## config.mk

```make
export PLATFORM = sky130hd
export DESIGN_NAME = circuito_exp5
export DESIGN_NICKNAME = d
export VERILOG_FILES = /design/src/rtl/circuito_exp5.sv
export SDC_FILE = /design/constraint.sdc
export NUM_CORES = 1
export LEC_CHECK = 0
export BUFFER_PORTS_ARGS = -buffer_cell sky130_fd_sc_hd__buf_2
export CAP_MARGIN = 10
export CORE_ASPECT_RATIO = 1.2
export CORE_UTILIZATION = 45
export DETAILED_ROUTE_END_ITERATION = 8
export GPL_ROUTABILITY_DRIVEN = 0
export HOLD_SLACK_MARGIN = 0.1
export MAX_ROUTING_LAYER = met4
export PLACE_DENSITY_LB_ADDON = 0.12
export SLEW_MARGIN = 40
export SYNTH_ARGS = -nofsm -noshare
export SYNTH_HDL_FRONTEND = slang
export SYNTH_SLANG_ARGS = --single-unit
```

## constraint.sdc

```tcl
create_clock -name clock -period 5.64 [get_ports clock]
set_input_delay 1.128 -clock clock [delete_from_list [all_inputs] [get_ports clock]]
set_output_delay 1.128 -clock clock [all_outputs]
set_load 0.01 [all_outputs]
```

## src/rtl/circuito_exp5.sv

```systemverilog
// circuito_exp5: 16-play memory game, ROM sequence compared against one-hot switch plays
module circuito_exp5 (
  input  logic       clock,
  input  logic       reset,
  input  logic       iniciar,
  input  logic [3:0] chaves,
  output logic       acertou,
  output logic       errou,
  output logic       pronto,
  output logic [3:0] leds,
  output logic       db_igual,
  output logic [6:0] db_contagem,
  output logic [6:0] db_memoria,
  output logic [6:0] db_estado,
  output logic [6:0] db_jogadafeita,
  output logic       db_clock,
  output logic       db_iniciar,
  output logic       db_tem_jogada
);
  typedef enum logic [3:0] {
    INICIAL     = 4'h0,
    PREPARACAO  = 4'h1,
    ESPERA      = 4'h2,
    REGISTRA    = 4'h4,
    COMPARACAO  = 4'h5,
    PROXIMO     = 4'h6,
    FIM_ACERTOU = 4'hA,
    FIM_ERROU   = 4'hE
  } estado_t;
  localparam logic [3:0] ROM [16] = '{
    4'h1, 4'h2, 4'h4, 4'h8, 4'h4, 4'h2, 4'h1, 4'h1,
    4'h2, 4'h2, 4'h4, 4'h4, 4'h8, 4'h8, 4'h1, 4'h4
  };
  localparam logic [6:0] SEG [16] = '{
    7'b1000000, 7'b1111001, 7'b0100100, 7'b0110000,
    7'b0011001, 7'b0010010, 7'b0000010, 7'b1111000,
    7'b0000000, 7'b0010000, 7'b0001000, 7'b0000011,
    7'b1000110, 7'b0100001, 7'b0000110, 7'b0001110
  };
  estado_t    estado_q, estado_d;
  logic [3:0] cnt_q, cnt_d, jog_q, jog_d, codigo, memoria;
  logic       prev_q, tem_q, clr, inc, ld, fim;
  assign memoria = ROM[cnt_q];
  assign fim     = cnt_q == 4'hF;
  assign codigo  = estado_q;
  always_comb begin
    estado_d = estado_q;
    clr = 1'b0;
    inc = 1'b0;
    ld  = 1'b0;
    case (estado_q)
      INICIAL:     estado_d = iniciar ? PREPARACAO : INICIAL;
      PREPARACAO:  begin clr = 1'b1; estado_d = ESPERA; end
      ESPERA:      estado_d = tem_q ? REGISTRA : ESPERA;
      REGISTRA:    begin ld = 1'b1; estado_d = COMPARACAO; end
      COMPARACAO:  estado_d = (jog_q != memoria) ? FIM_ERROU : fim ? FIM_ACERTOU : PROXIMO;
      PROXIMO:     begin inc = 1'b1; estado_d = ESPERA; end
      FIM_ACERTOU: estado_d = iniciar ? PREPARACAO : FIM_ACERTOU;
      FIM_ERROU:   estado_d = iniciar ? PREPARACAO : FIM_ERROU;
      default:     estado_d = INICIAL;
    endcase
  end
  assign cnt_d = clr ? 4'h0 : inc ? cnt_q + 4'h1 : cnt_q;
  assign jog_d = clr ? 4'h0 : ld ? chaves : jog_q;
  always_ff @(posedge clock) begin
    if (reset) begin
      estado_q <= INICIAL;
      cnt_q    <= 4'h0;
      jog_q    <= 4'h0;
      prev_q   <= 1'b0;
      tem_q    <= 1'b0;
    end else begin
      estado_q <= estado_d;
      cnt_q    <= cnt_d;
      jog_q    <= jog_d;
      prev_q   <= |chaves;
      tem_q    <= (|chaves) & ~prev_q;
    end
  end
  assign acertou        = estado_q == FIM_ACERTOU;
  assign errou          = estado_q == FIM_ERROU;
  assign pronto         = acertou | errou;
  assign leds           = chaves;
  assign db_igual       = jog_q == memoria;
  assign db_contagem    = SEG[cnt_q];
  assign db_memoria     = SEG[memoria];
  assign db_estado      = SEG[codigo];
  assign db_jogadafeita = SEG[jog_q];
  assign db_clock       = clock;
  assign db_iniciar     = iniciar;
  assign db_tem_jogada  = tem_q;
endmodule

```

==> flow_summary.yaml <==
power:
  p_sw_share_pct: 26.7
  p_sw_uw: 86.2
  pwr-share-seq_pct: 32.9
  worst_ir_drop_vdd_mv: 0.193
  leakagePower_nw: 0.924
  combPwrFrac_pct: 16.9
  p_int_uw: 237
  clock_power_share_pct: 50.2
  powerDensity_nw_per_um2: 156
synthesis:
  synthTopCellsByArea: "ha_1 18%, dfxtp_1 16%, mux2i_1 7.2%"
  ys.flop_type: "dfxtp_1"
  synth_top_cell_by_area: "ha_1"
  synth_area_um2: 1800
  synth_top_area_share_pct: 18.1
  synthCells: 232
  synth_most_common_cell: "ha_1"
  netlist_top_cells_count: "26 x ha_1, 22 x a21oi_1, 16 x nor2_1, 15 x nand2_1, 14 x dfxtp_1"
  synthArstFlopShare_pct: 0
  ys_seq_elements: 14
  syn-mean-instance-area_um2: 7.77
  synth-edff-count: 0
  yosysWarningCount: 0
  synthDistinctLibCells: 48
  syn-num-nets: 265
  synth-seq-area-share_pct: 15.6
clock_tree:
  cts_tree: "built"
  cts.clk_slew.worst_paths_ns: 0.06
  cts_resized: 0
  clock_latency_ns: 0.35
  postCtsHoldBufs: 0
  cts_setup_buffers: 0
worst_setup_path:
  crit_type: "clk -> out"
  cp_max_fo: 2
  cp.arrival_ns: 3.17
  r2r_cells: 7
  cp.required_ns: 4.51
  cp-endpoint: "db_clock"
  timing.rr.end: "codigo[3]"
  r2r-start: "cnt_q[2]"
  startpoint: "clock"
  r2r_setup_slack_ns: 3.34
  crit_path_end_kind: "primary output"
  cp-start-kind: "clock port"
place:
  portBuffers: 45
  place_area_um2: 1970
  dp_hpwl_mm: 2.71
  post-place-cells: 307
global_route:
  grt_pass1_wl_mm: 6.05
  grt_usage_pct: 18.7
  first_global_vias: 1449
  antenna_found_initial: 0
  overflow: 0
  grt_max_degree: 23
die:
  die_w_um: 59.8
  die_h_um: 71.3
  die_area_um2: 4260
  rows: 24
  pin_count: 46
  core_area_um2: 3720
  initial_core_util_pct: 48.4
cells_and_area:
  fin_area_um2: 2070
  layout.cells.non_filler: 314
  synthToLayoutAreaGrowth_pct: 14.7
  drive_gt1_share_pct: 26.0
  num-fill-cells: 403
  multi_input_area_um2: 1340
  antenna_cells: 0
  fin_nets: 296
  register_area_um2: 282
sta:
  finClkSkew_ns: 0.00612
  tightestPinTransition_ns: 0.672
  setup_tns_ns: 0
  grt_setup_unrepaired: "no"
  final-max-slew-violation-count: 0
  finalHoldViolCount: 0
  max_slew_margin_pct: 55.2
  setup_viol: 0
route:
  drc: 0
  dr.pass1.iters: 4
  vias: 1614
  final_antenna_net_count: 0
  dr.first_iter.drc_count: 73
  met3_wirelength_um: 93
  totalWireLength_mm: 3.64
  routed.top_layer: "met4"
  wl_per_cell_um: 11.6
  post_drt_via_cell_ratio: 5.14
  wl_met1_mm: 1.71
  met2_length_mm: 1.77
status:
  status: "completed"
job:
  maxCapViolations: 0
worst_hold_path:
  hp-class: "reg -> reg"
final cells by class:
class	instances	area share, %
well taps	52	3.15
repair buffers	44	10.7
multi-input cells	181	65.0
flip-flops and latches	14	13.6
inverters	15	2.72
clock buffers	8	4.90
critical path: stages:
cell      delay (ns)
clkbuf_8        0.11
clkbuf_8        0.11
buf_2           0.13
power by group through the flow:
| stage | combinational (mW) | clock (mW) | sequential, mW |
|---|---|---|---|
| 6_report | 0.0547 | 0.162 | 0.106 |
| 5_1_grt | 0.0619 | 0.172 | 0.107 |
| 4_1_cts | 0.0555 | 0.166 | 0.106 |
| 3_5_place_dp | 0.0551 | 0.0107 | 0.108 |
| 3_3_place_gp | 0.0550 | 0.0107 | 0.108 |
| 2_1_floorplan | 0.0404 | 0.0146 | 0.107 |
metrics by stage:
step / setup slack (ns) / util (%) / hold WS, ns / power, mW
after floorplan: 1.57 / - / 0.374 / 0.162
after global placement: 1.58 / 52.7 / 0.386 / 0.174
after detailed placement: 1.58 / 52.9 / 0.393 / 0.174
after CTS: 1.34 / 55.5 / 0.402 / 0.327
after global routing: 1.33 / 55.5 / 0.408 / 0.341
final: 1.34 / 55.5 / 0.395 / 0.323
routing by layer:
layer | track usage [%] | vias up
met4 | 9.04 | 0
met3 | 2.35 | 5
li1 | - | 860
met2 | 30.6 | 28
met1 | 22.2 | 721
met5 | - | -
cell usage in the layout, fill, tap and decap left out, drive strengths merged, types with 2 or more instances in the layout:
cell and n:
nor2b 11, a31oi 2, xnor2 5, nand2b 3, nor2 16, a21oi 22
a22o 2, nand2 17, dfxtp 14, mux2i 13, clkbuf 7, nor4 3
or3 2, nand3 7, nor3b 3, buf 45, inv 15, and2 2
nor3 6, ha 26, a21o 2, mux4 3, o21ai 16, o22ai 6
or3b 2
state kept, by name (all words and copies together), names as in the netlist:
register and flops:
jog_q 4, cnt_q 4, prev_q 1, codigo 4, db_tem_jogada 1
how the worst min path moves through the flow:
| stage | startpoint | to | slack, ns | depth (start not counted) |
|---|---|---|---|---|
| finish | prev_q | db_tem_jogada | 0.40 | 1 |
| global route | prev_q | db_tem_jogada | 0.41 | 1 |
| CTS | prev_q | db_tem_jogada | 0.40 | 1 |
| detailed placement | prev_q | db_tem_jogada | 0.39 | 1 |
| global placement | prev_q | db_tem_jogada | 0.39 | 1 |
| floorplan | prev_q | db_tem_jogada | 0.37 | 1 |
cells by family after synthesis:
| group | count (synthesis) | share of synthesized area, % |
|---|---|---|
| buffers and inverters | 37 | 10.3 |
| and+or+nand+nor | 75 | 22.8 |
| xor gates and xnor gates | 6 | 2.92 |
| muxes | 16 | 11.0 |
| adders and majority gates | 26 | 18.1 |
| DFF | 14 | 15.6 |
| AOI/OAI and AO/OA | 58 | 19.4 |
Power figures use the tool's default switching activity.
